## src/rtl/game_pkg.sv

```systemverilog
// Shared game-phase types, counter widths and timer helper for the scrolling-object sequencer.
// Latency: n/a (types and constants only).
// Backpressure: n/a.
package game_pkg;

  // FSM encoding is visible on the HUD port, so the values are pinned explicitly
  typedef enum logic [2:0] {
    IDLE      = 3'd0,
    COUNTDOWN = 3'd1,
    RUN       = 3'd2,
    CRASH     = 3'd3,
    FINISH    = 3'd4
  } game_state_t;

  // nominal display frame rate, handy for converting seconds to frame counts
  localparam int FRAME_RATE = 60;

  // frame timers are 8 bits wide, pulse dividers 4 bits
  localparam int TIMER_W = 8;
  localparam int DIV_W   = 4;

  // saturating decrement: a timer parked at zero stays at zero
  function automatic logic [TIMER_W-1:0] timer_dec(input logic [TIMER_W-1:0] t);
    return (t == '0) ? '0 : t - TIMER_W'(1);
  endfunction

endpackage

```

## src/rtl/scroll_sequencer_if.sv

```systemverilog
// Bundle of game-control inputs and mover-timebase outputs around the scroll sequencer.
// Latency: n/a (wiring only).
// Backpressure: none; all signals are levels or single-clock pulses.
interface scroll_sequencer_if;
  import game_pkg::*;

  // controls from keyboard / collision logic
  logic        startOfFrame;
  logic        enter_is_pressed;
  logic        collision;
  logic        finish_line;
  logic        restart_req;

  // timebase shared by every mover instance
  logic        move_allow;
  logic        restart_enable;
  logic        slow_pulse;
  logic        fast_pulse;
  logic        boost_grant;
  game_state_t game_state;

  // sequencer side
  modport master (
    input  startOfFrame, enter_is_pressed, collision, finish_line, restart_req,
    output move_allow, restart_enable, slow_pulse, fast_pulse, boost_grant, game_state
  );

  // mover / HUD side
  modport slave (
    output startOfFrame, enter_is_pressed, collision, finish_line, restart_req,
    input  move_allow, restart_enable, slow_pulse, fast_pulse, boost_grant, game_state
  );

endinterface

```

## src/rtl/frame_divider.sv

```systemverilog
// Emits a one-clock pulse every DIV enabled frames.
// Latency: pulse registered, one clock after the qualifying startOfFrame.
// Backpressure: none; clear wins over enable and drops any pending pulse.
module frame_divider #(
  parameter int DIV = 8
) (
  input  logic clk,
  input  logic resetN,
  input  logic clear,
  input  logic enable,
  input  logic startOfFrame,
  output logic pulse
);
  import game_pkg::*;

  localparam logic [DIV_W-1:0] LAST = DIV_W'(DIV - 1);

  logic [DIV_W-1:0] cnt;

  // count enabled frames, wrap on the last one and fire the pulse
  always_ff @(posedge clk or negedge resetN) begin
    if (!resetN) begin
      cnt   <= '0;
      pulse <= 1'b0;
    end else if (clear) begin
      cnt   <= '0;
      pulse <= 1'b0;
    end else begin
      pulse <= 1'b0;
      if (enable && startOfFrame) begin
        if (cnt == LAST) begin
          cnt   <= '0;
          pulse <= 1'b1;
        end else begin
          cnt <= cnt + DIV_W'(1);
        end
      end
    end
  end

endmodule

```

## src/rtl/scroll_sequencer.sv

```systemverilog
// Game-phase FSM giving all scrolling movers one shared move/restart/boost timebase.
// Latency: every output registered, one clock after the input that causes it.
// Backpressure: none; restart_req overrides everything, finish beats collision.
module scroll_sequencer #(
  parameter int SLOW_DIV         = 8,
  parameter int FAST_DIV         = 2,
  parameter int COUNTDOWN_FRAMES = 90,
  parameter int CRASH_FRAMES     = 60,
  parameter int BOOST_FRAMES     = 15,
  parameter int BOOST_COOLDOWN   = 120
) (
  input logic          clk,
  input logic          resetN,
  scroll_sequencer_if.master bus
);
  import game_pkg::*;

  localparam logic [TIMER_W-1:0] CD_LOAD    = TIMER_W'(COUNTDOWN_FRAMES);
  localparam logic [TIMER_W-1:0] CRASH_LOAD = TIMER_W'(CRASH_FRAMES);
  localparam logic [TIMER_W-1:0] BOOST_LOAD = TIMER_W'(BOOST_FRAMES);
  localparam logic [TIMER_W-1:0] COOL_LOAD  = TIMER_W'(BOOST_COOLDOWN);

  game_state_t        state, state_nxt;
  logic [TIMER_W-1:0] state_timer, state_timer_nxt;
  logic [TIMER_W-1:0] boost_timer, boost_timer_nxt;
  logic [TIMER_W-1:0] cooldown, cooldown_nxt;
  logic               boost_q, boost_nxt;
  logic               enter_q;
  logic               move_allow_q;
  logic               restart_q, restart_nxt;

  logic sof;
  logic enter;
  logic enter_rise;
  logic run_stay;
  logic slow_en, slow_clr;
  logic fast_en, fast_clr;

  assign sof        = bus.startOfFrame;
  assign enter      = bus.enter_is_pressed;
  assign enter_rise = enter && !enter_q;
  // dividers and boost only tick while RUN persists through this clock,
  // so no pulse or grant can land in the same clock as a state change away from RUN
  assign run_stay   = (state == RUN) && (state_nxt == RUN);

  // state register plus all timers and registered outputs
  always_ff @(posedge clk or negedge resetN) begin
    if (!resetN) begin
      state        <= IDLE;
      state_timer  <= '0;
      boost_timer  <= '0;
      cooldown     <= '0;
      boost_q      <= 1'b0;
      enter_q      <= 1'b0;
      move_allow_q <= 1'b0;
      restart_q    <= 1'b0;
    end else begin
      state        <= state_nxt;
      state_timer  <= state_timer_nxt;
      boost_timer  <= boost_timer_nxt;
      cooldown     <= cooldown_nxt;
      boost_q      <= boost_nxt;
      enter_q      <= enter;
      move_allow_q <= (state_nxt == RUN);
      restart_q    <= restart_nxt;
    end
  end

  // phase transitions and the countdown/crash frame timer
  always_comb begin
    state_nxt       = state;
    state_timer_nxt = state_timer;
    restart_nxt     = 1'b0;
    if (bus.restart_req) begin
      state_nxt       = IDLE;
      state_timer_nxt = '0;
      restart_nxt     = 1'b1;
    end else begin
      case (state)
        IDLE: begin
          if (enter) begin
            state_nxt       = COUNTDOWN;
            state_timer_nxt = CD_LOAD;
            restart_nxt     = 1'b1;
          end
        end
        COUNTDOWN: begin
          if (sof) begin
            if (state_timer <= TIMER_W'(1)) begin
              state_nxt       = RUN;
              state_timer_nxt = '0;
            end else begin
              state_timer_nxt = timer_dec(state_timer);
            end
          end
        end
        RUN: begin
          if (bus.finish_line) begin
            state_nxt = FINISH;
          end else if (bus.collision) begin
            state_nxt       = CRASH;
            state_timer_nxt = CRASH_LOAD;
          end
        end
        CRASH: begin
          if (sof) begin
            if (state_timer <= TIMER_W'(1)) begin
              state_nxt       = RUN;
              state_timer_nxt = '0;
            end else begin
              state_timer_nxt = timer_dec(state_timer);
            end
          end
        end
        FINISH: begin
          if (enter_rise) begin
            state_nxt       = COUNTDOWN;
            state_timer_nxt = CD_LOAD;
            restart_nxt     = 1'b1;
          end
        end
        default: begin
          state_nxt       = IDLE;
          state_timer_nxt = '0;
        end
      endcase
    end
  end

  // boost grant, boost duration and post-boost cooldown
  always_comb begin
    boost_nxt       = boost_q;
    boost_timer_nxt = boost_timer;
    cooldown_nxt    = cooldown;
    if (bus.restart_req) begin
      boost_nxt       = 1'b0;
      boost_timer_nxt = '0;
      cooldown_nxt    = '0;
    end else if (state == CRASH || state_nxt == CRASH) begin
      // held at full cooldown for the whole crash, including the exit clock
      boost_nxt       = 1'b0;
      boost_timer_nxt = '0;
      cooldown_nxt    = COOL_LOAD;
    end else if (boost_q) begin
      if (!run_stay) begin
        boost_nxt       = 1'b0;
        boost_timer_nxt = '0;
      end else if (sof) begin
        if (boost_timer <= TIMER_W'(1)) begin
          boost_nxt       = 1'b0;
          boost_timer_nxt = '0;
          cooldown_nxt    = COOL_LOAD;
        end else begin
          boost_timer_nxt = timer_dec(boost_timer);
        end
      end
    end else begin
      if (run_stay && enter && cooldown == '0) begin
        boost_nxt       = 1'b1;
        boost_timer_nxt = BOOST_LOAD;
      end else if (sof) begin
        cooldown_nxt = timer_dec(cooldown);
      end
    end
  end

  assign slow_clr = (state != RUN);
  assign slow_en  = run_stay;
  assign fast_clr = !boost_q;
  assign fast_en  = run_stay && boost_q && boost_nxt;

  frame_divider #(.DIV(SLOW_DIV)) u_slow_div (
    .clk          (clk),
    .resetN       (resetN),
    .clear        (slow_clr),
    .enable       (slow_en),
    .startOfFrame (sof),
    .pulse        (bus.slow_pulse)
  );

  frame_divider #(.DIV(FAST_DIV)) u_fast_div (
    .clk          (clk),
    .resetN       (resetN),
    .clear        (fast_clr),
    .enable       (fast_en),
    .startOfFrame (sof),
    .pulse        (bus.fast_pulse)
  );

  assign bus.move_allow     = move_allow_q;
  assign bus.restart_enable = restart_q;
  assign bus.boost_grant    = boost_q;
  assign bus.game_state     = state;

endmodule

```

## src/flat_wrapper.sv

```systemverilog
// flat-port wrapper written by rule: the top's interface ports become plain ports
module scroll_sequencer_flat import game_pkg::*;
#(
  parameter int SLOW_DIV         = 8,
  parameter int FAST_DIV         = 2,
  parameter int COUNTDOWN_FRAMES = 90,
  parameter int CRASH_FRAMES     = 60,
  parameter int BOOST_FRAMES     = 15,
  parameter int BOOST_COOLDOWN   = 120
)
  (clk, resetN, bus_startOfFrame, bus_enter_is_pressed, bus_collision, bus_finish_line, bus_restart_req, bus_move_allow, bus_restart_enable, bus_slow_pulse, bus_fast_pulse, bus_boost_grant, bus_game_state);
  scroll_sequencer_if bus_i ();
  input logic clk;
  input logic resetN;
  input wire logic [$bits(bus_i.startOfFrame)-1:0] bus_startOfFrame;
  input wire logic [$bits(bus_i.enter_is_pressed)-1:0] bus_enter_is_pressed;
  input wire logic [$bits(bus_i.collision)-1:0] bus_collision;
  input wire logic [$bits(bus_i.finish_line)-1:0] bus_finish_line;
  input wire logic [$bits(bus_i.restart_req)-1:0] bus_restart_req;
  output wire logic [$bits(bus_i.move_allow)-1:0] bus_move_allow;
  output wire logic [$bits(bus_i.restart_enable)-1:0] bus_restart_enable;
  output wire logic [$bits(bus_i.slow_pulse)-1:0] bus_slow_pulse;
  output wire logic [$bits(bus_i.fast_pulse)-1:0] bus_fast_pulse;
  output wire logic [$bits(bus_i.boost_grant)-1:0] bus_boost_grant;
  output wire logic [$bits(bus_i.game_state)-1:0] bus_game_state;
  assign bus_i.startOfFrame = bus_startOfFrame;
  assign bus_i.enter_is_pressed = bus_enter_is_pressed;
  assign bus_i.collision = bus_collision;
  assign bus_i.finish_line = bus_finish_line;
  assign bus_i.restart_req = bus_restart_req;
  assign bus_move_allow = bus_i.move_allow;
  assign bus_restart_enable = bus_i.restart_enable;
  assign bus_slow_pulse = bus_i.slow_pulse;
  assign bus_fast_pulse = bus_i.fast_pulse;
  assign bus_boost_grant = bus_i.boost_grant;
  assign bus_game_state = bus_i.game_state;
  scroll_sequencer #(.SLOW_DIV(SLOW_DIV), .FAST_DIV(FAST_DIV), .COUNTDOWN_FRAMES(COUNTDOWN_FRAMES), .CRASH_FRAMES(CRASH_FRAMES), .BOOST_FRAMES(BOOST_FRAMES), .BOOST_COOLDOWN(BOOST_COOLDOWN)) u_core (.clk(clk), .resetN(resetN), .bus(bus_i));
endmodule
```

## config.mk

```make
export PLATFORM = sky130hd
export DESIGN_NAME = scroll_sequencer_flat
export DESIGN_NICKNAME = d
export VERILOG_FILES = /design/src/rtl/game_pkg.sv /design/src/rtl/scroll_sequencer_if.sv /design/src/rtl/frame_divider.sv /design/src/rtl/scroll_sequencer.sv /design/src/flat_wrapper.sv
export SDC_FILE = /design/constraint.sdc
export NUM_CORES = 1
export LEC_CHECK = 0
export ABC_AREA = 0
export BUFFER_PORTS_ARGS = -buffer_cell sky130_fd_sc_hd__buf_2
export CAP_MARGIN = 20
export CORE_MARGIN = 4
export CORE_UTILIZATION = 40
export DETAILED_ROUTE_END_ITERATION = 8
export PLACE_DENSITY = 0.68
export SKIP_CTS_REPAIR_TIMING = 1
export SLEW_MARGIN = 0
export SYNTH_ARGS = -nofsm -noshare
export SYNTH_HDL_FRONTEND = slang
export SYNTH_SLANG_ARGS = --single-unit
```

## constraint.sdc

```tcl
create_clock -name clk -period 2.3 [get_ports clk]
set_input_delay 0.115 -clock clk [delete_from_list [all_inputs] [get_ports clk]]
set_output_delay 0.115 -clock clk [all_outputs]
set_load 0.02 [all_outputs]
```

==> impl_metrics.json, run 1 <==
{
  "dpl_worst_slack_ps": -52.5,
  "hold_viol": 41,
  "num_rows": 29,
  "slowest_delay_ps": 510,
  "cp_slowest_cell": "or4b_1",
  "die_w_microns": 89.8,
  "drv_slew": 0,
  "ys_top_cells_by_area": "dfrtp_1, nand2_1, ha_1",
  "layout_setup_ws_ps": 72.9,
  "grt_pass1_vias": 2315,
  "finalSetupViolCount": 0,
  "hp-class": "in -> async",
  "synth_edf_count": 0,
  "worst_hold_slack_ps": -63.9,
  "place_area_sq_mm": 0.00307,
  "yosysTopAreaCellShare_pct": 38.3,
  "tritoncts": "built",
  "status": "finished, violations left",
  "dr_total_vias": 2444,
  "grt-ovfl-total": 0,
  "synthesis.instances": 297,
  "power.density_mw_per_mm2": 711,
  "critical_path_buf_inv_count": 2,
  "diodes": 0,
  "cp_top_family": "compound AO/OA/AOI/OAI gates",
  "dp.cells": 414,
  "clkTransAtPathRegs_ps": 80,
  "vias_per_cell": 5.70,
  "tightest_slew_ps": 925,
  "wire_per_inst_microns": 14.6,
  "track_usage_pct": 16.0,
  "antenna_found_initial": 0,
  "nNetsFinal": 368,
  "drc": 0,
  "syn_area_sq_mm": 0.00268,
  "wirelength_microns": 6280,
  "crit_type": "reg -> reg",
  "final_cell_mix": "buf_4, dfrtp_1, nand2_1, nor2_1, a21oi_1",
  "clk_latency_ps": 300,
  "cp.arrival_ps": 2450,
  "grt_pass1_wl_microns": 10800,
  "yosysWarnings": 0,
  "htree_levels": 2,
  "synth_nets": 314,
  "start_util_pct": 41.7,
  "rsz0062_at_grt": "true",
  "synth-seq-cells": 41,
  "postSynthAreaPerCell_sq_um": 9.02,
  "ir_drop_mv": 0.260,
  "drv_cap": 0,
  "r2r_setup_slack_ps": 70,
  "power.leakage_nw": 1.47,
  "fin_area_sq_mm": 0.00328,
  "dieArea_sq_mm": 0.00807,
  "fin_crit_sh_pct": 96.8,
  "yosysSeqAreaShare_pct": 38.3,
  "cp_max_fo": 6,
  "synth_cell_types": 65,
  "final_common_cell": "buf_4",
  "finalNonFillerCells": 429,
  "synthToLayoutAreaGrowth_pct": 22.3,
  "first_pass_iters": 4,
  "startpoint_type": "flop",
  "synth-async-reset-ratio_pct": 100,
  "drive_gt1_share_pct": 27.8,
  "dieHeight_microns": 89.8,
  "cts_buffers": 5,
  "crit_chain": "inv_1, ha_1, o211ai_4, a221o_1, buf_4, nand2_1, or4b_1, o211ai_1",
  "place_congestion": 0.848,
  "required_ps": 2520,
  "clk_path_buf_depth": 2,
  "cts_sinks": 41,
  "fmax_mhz": 449,
  "fin_worst_skew_ps": 2.99,
  "ctsRootBufferMaster": "clkbuf_8",
  "r2r-start": "u_core.state_timer[1]",
  "violations": "negative hold slack",
  "drt_iter0_drc": 105,
  "cp-end-kind": "flop",
  "reg2regPathDepth": 8,
  "io_pins": 15,
  "grt_max_degree": 42,
  "fin_crit_ps": 2230,
  "final_antenna_net_count": 0,
  "dp_hpwl_microns": 4560,
  "reg2reg_to": "u_core.boost_timer[2]",
  "yosysTopAreaCell": "dfrtp_1",
  "maxSlewHeadroom_pct": 38.3,
  "io_buffers": 14,
  "synthFlopType": "dfrtp_1",
  "design.core.area_sq_mm": 0.00642
}
[Yosys cell counts, drive strengths merged, types with 6 or more instances]
cell type  number
a21oi          23
and3            6
buf             7
dfrtp          41
ha             10
inv            12
nand2          34
nand3          11
nor2           24
nor2b           7
nor3            8
nor4            6
o211ai          6
o21ai          19
or3             8
[flip-flops by register name, indices dropped and copies added (netlist names)]
signal,cells
u_core.u_slow_div.pulse,1
u_core.u_fast_div.pulse,1
u_core.u_slow_div.cnt,4
u_core.state_timer,8
u_core.u_fast_div.cnt,4
u_core.bus.move_allow,1
u_core.bus.game_state,3
u_core.cooldown,8
u_core.enter_q,1
u_core.boost_timer,8
u_core.bus.restart_enable,1
u_core.bus.boost_grant,1
[report_power, final]
part | internal [mW] | switching (mW) | total (mW)
logic | 0.481 | 0.487 | 0.968
clock network | 0.210 | 0.268 | 0.477
registers | 0.794 | 0.0884 | 0.882
[metal layers]
| layer | vias up | global-route usage, % | part of all wire [%] |
|---|---|---|---|
| met2 | 32 | 26.9 | 51 |
| met1 | 1198 | 20.9 | 46 |
| li1 | 1208 | - | - |
| met3 | 6 | 2.59 | 2.8 |
| met4 | 0 | 5.75 | 0.99 |
| met5 | - | 0 | 0 |
[worst max-delay path by stage]
stage	start	endpoint	slack, ps	cells past startpoint
global placement	u_core.cooldown[0]	u_core.cooldown[5]	30	8
finish	u_core.state_timer[1]	u_core.boost_timer[2]	70	8
floorplan	u_core.bus.game_state[0]	u_core.cooldown[1]	8	8
CTS	u_core.cooldown[1]	u_core.cooldown[1]	-120	8
global route	u_core.cooldown[0]	u_core.cooldown[6]	-60	8
detailed placement	u_core.cooldown[0]	u_core.cooldown[1]	-50	8
[cell families (layout without fill, tap and decap cells)]
logic type / after synthesis / in the layout / share of synthesized area, %
compound gates: 84 / 84 / 22.6
xor+xnor: 1 / 1 / 0.327
fa+ha+maj: 10 / 10 / 4.67
buf+inv: 23 / 78 / 4.30
flops: 41 / 41 / 38.3
mux: 5 / 5 / 2.43
simple gates: 133 / 133 / 27.3
[cell type report]
cell class,instances,area [sq um]
inverters,12,45.0
repair buffers,58,407
well taps,77,96.3
clock inverters,3,17.5
clock buffers,5,68.8
flip-flops and latches,41,1030
fillers,605,3150
multi-input cells,233,1610
[metrics by stage]
| stage | util [%] | power (mW) | TNS (ps) |
|---|---|---|---|
| floorplan | - | 1.48 | 0 |
| global placement | 47.7 | 1.75 | 0 |
| detailed placement | 47.7 | 1.76 | -151 |
| CTS | 49.1 | 2.25 | -546 |
| global route | 51.0 | 2.50 | -174 |
| finish | 51.0 | 2.33 | 0 |
Note: power is estimated with default switching activity, not from simulation.
==> inputs of run 2 (changes only) <==
Settings changed: PLACE_DENSITY 0.68 to 0.66, TNS_END_PERCENT set to 1.
Clock period 2.3 ns to 2.16 ns, I/O delays scaled along.
==> run 2 against run 1 <==
The flow finishes with violations (negative setup slack). Critical path type unchanged. Clock skew is 7.2 ps higher. Final cell count is 3.5% higher. Setup slack worse by 140 ps. Critical endpoint unchanged. Clock power is 7.5% higher.
==> impl_metrics.json, run 2 (synthesis results as in run 1) <==
{
  "clkTransAtPathRegs_ps": 90,
  "io_pins": 15,
  "grt_max_degree": 18,
  "fin_crit_sh_pct": 103,
  "design.core.area_sq_mm": 0.00642,
  "startpoint_type": "flop",
  "power.density_mw_per_mm2": 742,
  "die_w_microns": 89.8,
  "hold_path_depth": 3,
  "cp_top_family": "simple AND/OR/NAND/NOR gates",
  "tritoncts": "built",
  "dieArea_sq_mm": 0.00807,
  "nNetsFinal": 383,
  "hold_viol": 0,
  "critical_path_buf_inv_count": 2,
  "htree_levels": 2,
  "cp_max_fo": 6,
  "num_rows": 29,
  "io_buffers": 14,
  "grt_pass1_wl_microns": 10800,
  "drc": 0,
  "crit_type": "reg -> reg",
  "start_util_pct": 41.7,
  "fmax_mhz": 448,
  "cp-end-kind": "flop",
  "use_met1_pct": 21.1,
  "wire_per_inst_microns": 14.6,
  "place_congestion": 0.865,
  "drt_iter0_drc": 144,
  "finalSetupViolCount": 6,
  "clk_latency_ps": 300,
  "wirelength_microns": 6470,
  "cts_sinks": 41,
  "dr_total_vias": 2510,
  "met3_usage_pct": 3.34,
  "synthToLayoutAreaGrowth_pct": 27.6,
  "required_ps": 2390,
  "fin_worst_skew_ps": 10.2,
  "cp_slowest_cell": "or4b_1",
  "grt.met2_usage_pct": 26.3,
  "layout_setup_ws_ps": -69.9,
  "diodes": 0,
  "drive_gt1_share_pct": 31.9,
  "crit_chain": "inv_1, ha_1, o211ai_4, a221o_1, buf_4, nand2_1, or4b_1, o211ai_1",
  "reg2reg_to": "u_core.boost_timer[2]",
  "tightest_slew_ps": 443,
  "r2r-start": "u_core.state_timer[0]",
  "grt-ovfl-total": 0,
  "clk_path_buf_depth": 2,
  "slowest_delay_ps": 540,
  "dieHeight_microns": 89.8,
  "rsz0062_at_grt": "true",
  "ctsRootBufferMaster": "clkbuf_8",
  "cts_buffers": 5,
  "ir_drop_mv": 0.352,
  "vias_per_cell": 5.65,
  "drv_cap": 0,
  "dp_hpwl_microns": 4780,
  "grt_pass1_vias": 2334,
  "fillers": 582,
  "worst_hold_slack_ps": 151,
  "final_common_cell": "buf_4",
  "cp.arrival_ps": 2460,
  "grt-busiest-layer": "met2",
  "first_pass_iters": 4,
  "maxSlewHeadroom_pct": 70.2,
  "reg2regPathDepth": 8,
  "antenna_found_initial": 0,
  "worstHoldStart": "bus_finish_line",
  "hp-class": "in -> reg",
  "violations": "negative setup slack",
  "power.leakage_nw": 1.54,
  "min_to": "u_core.bus.game_state[2]",
  "drv_slew": 0,
  "setup_tns_ps": -192,
  "final_antenna_net_count": 0,
  "track_usage_pct": 16.1,
  "r2r_setup_slack_ps": -70,
  "status": "finished, violations left",
  "final_cell_mix": "buf_4, dfrtp_1, nand2_1, nor2_1, a21oi_1",
  "top_regs": "u_core.boost_timer: 8 flops, u_core.cooldown: 8 flops, u_core.state_timer: 8 flops",
  "fin_crit_ps": 2230
}
==> run 2: changes by cell type in the layout (fill, tap and decap cells not counted), moves of 2 or more <==
cell     delta
buf_4      +10
or3b_2      -2
or3b_4      +2
buf_6       +4
o21ai_2     +2
o21ai_0     -3
==> run 2: final cells by class <==
cell class                 count  area (sq um)  area share (%)
timing repair buffer          73           537            15.7
sequential                    41          1030            30.1
clock buffer                   5          68.8            2.01
inverter                      12          45.0            1.32
clock inverter                 3          17.5           0.513
tap                           77          96.3            2.82
multi-input combinational    233          1620            47.5
==> run 2: through the flow <==
step	power, mW	util [%]	instances	area [sq um]	setup WS (ps)
2_1_floorplan	1.59	-	297	2720	-48.5
3_3_place_gp	1.95	50.0	431	3210	-103
3_5_place_dp	1.96	50.0	431	3210	-160
4_1_cts	2.49	51.4	439	3300	-167
5_1_grt	2.72	53.2	444	3420	-185
6_report	2.54	53.2	444	3420	-69.9
==> run 2: power breakdown <==
part           switching (mW)  internal, mW
Combinational           0.547         0.561
Sequential             0.0706         0.846
Clock                   0.289         0.224
==> run 2: routing by layer <==
| layer | wire length [microns] | part of all wire (%) | up-vias |
|---|---|---|---|
| met3 | 256 | 4.0 | 10 |
| met4 | 139 | 2.1 | 0 |
| met1 | 2960 | 46 | 1214 |
| li1 | - | - | 1236 |
| met2 | 3110 | 48 | 50 |
| met5 | 0 | 0 | - |
==> run 2: worst min-delay path: cells and delay by family <==
family / cells / cell delay [ps]
simple gates: 1 / 50
buf+inv: 1 / 130
compound gates: 1 / 120
==> run 2: worst max-delay path by stage <==
stage | startpoint | end | slack (ps) | cells past startpoint
floorplan | u_core.bus.game_state[2] | u_core.cooldown[1] | -50 | 8
global placement | u_core.cooldown[1] | u_core.boost_timer[5] | -100 | 9
detailed placement | u_core.cooldown[0] | u_core.boost_timer[5] | -160 | 9
CTS | u_core.cooldown[0] | u_core.boost_timer[5] | -170 | 9
global route | u_core.cooldown[0] | u_core.cooldown[2] | -190 | 9
finish | u_core.state_timer[0] | u_core.boost_timer[2] | -70 | 8
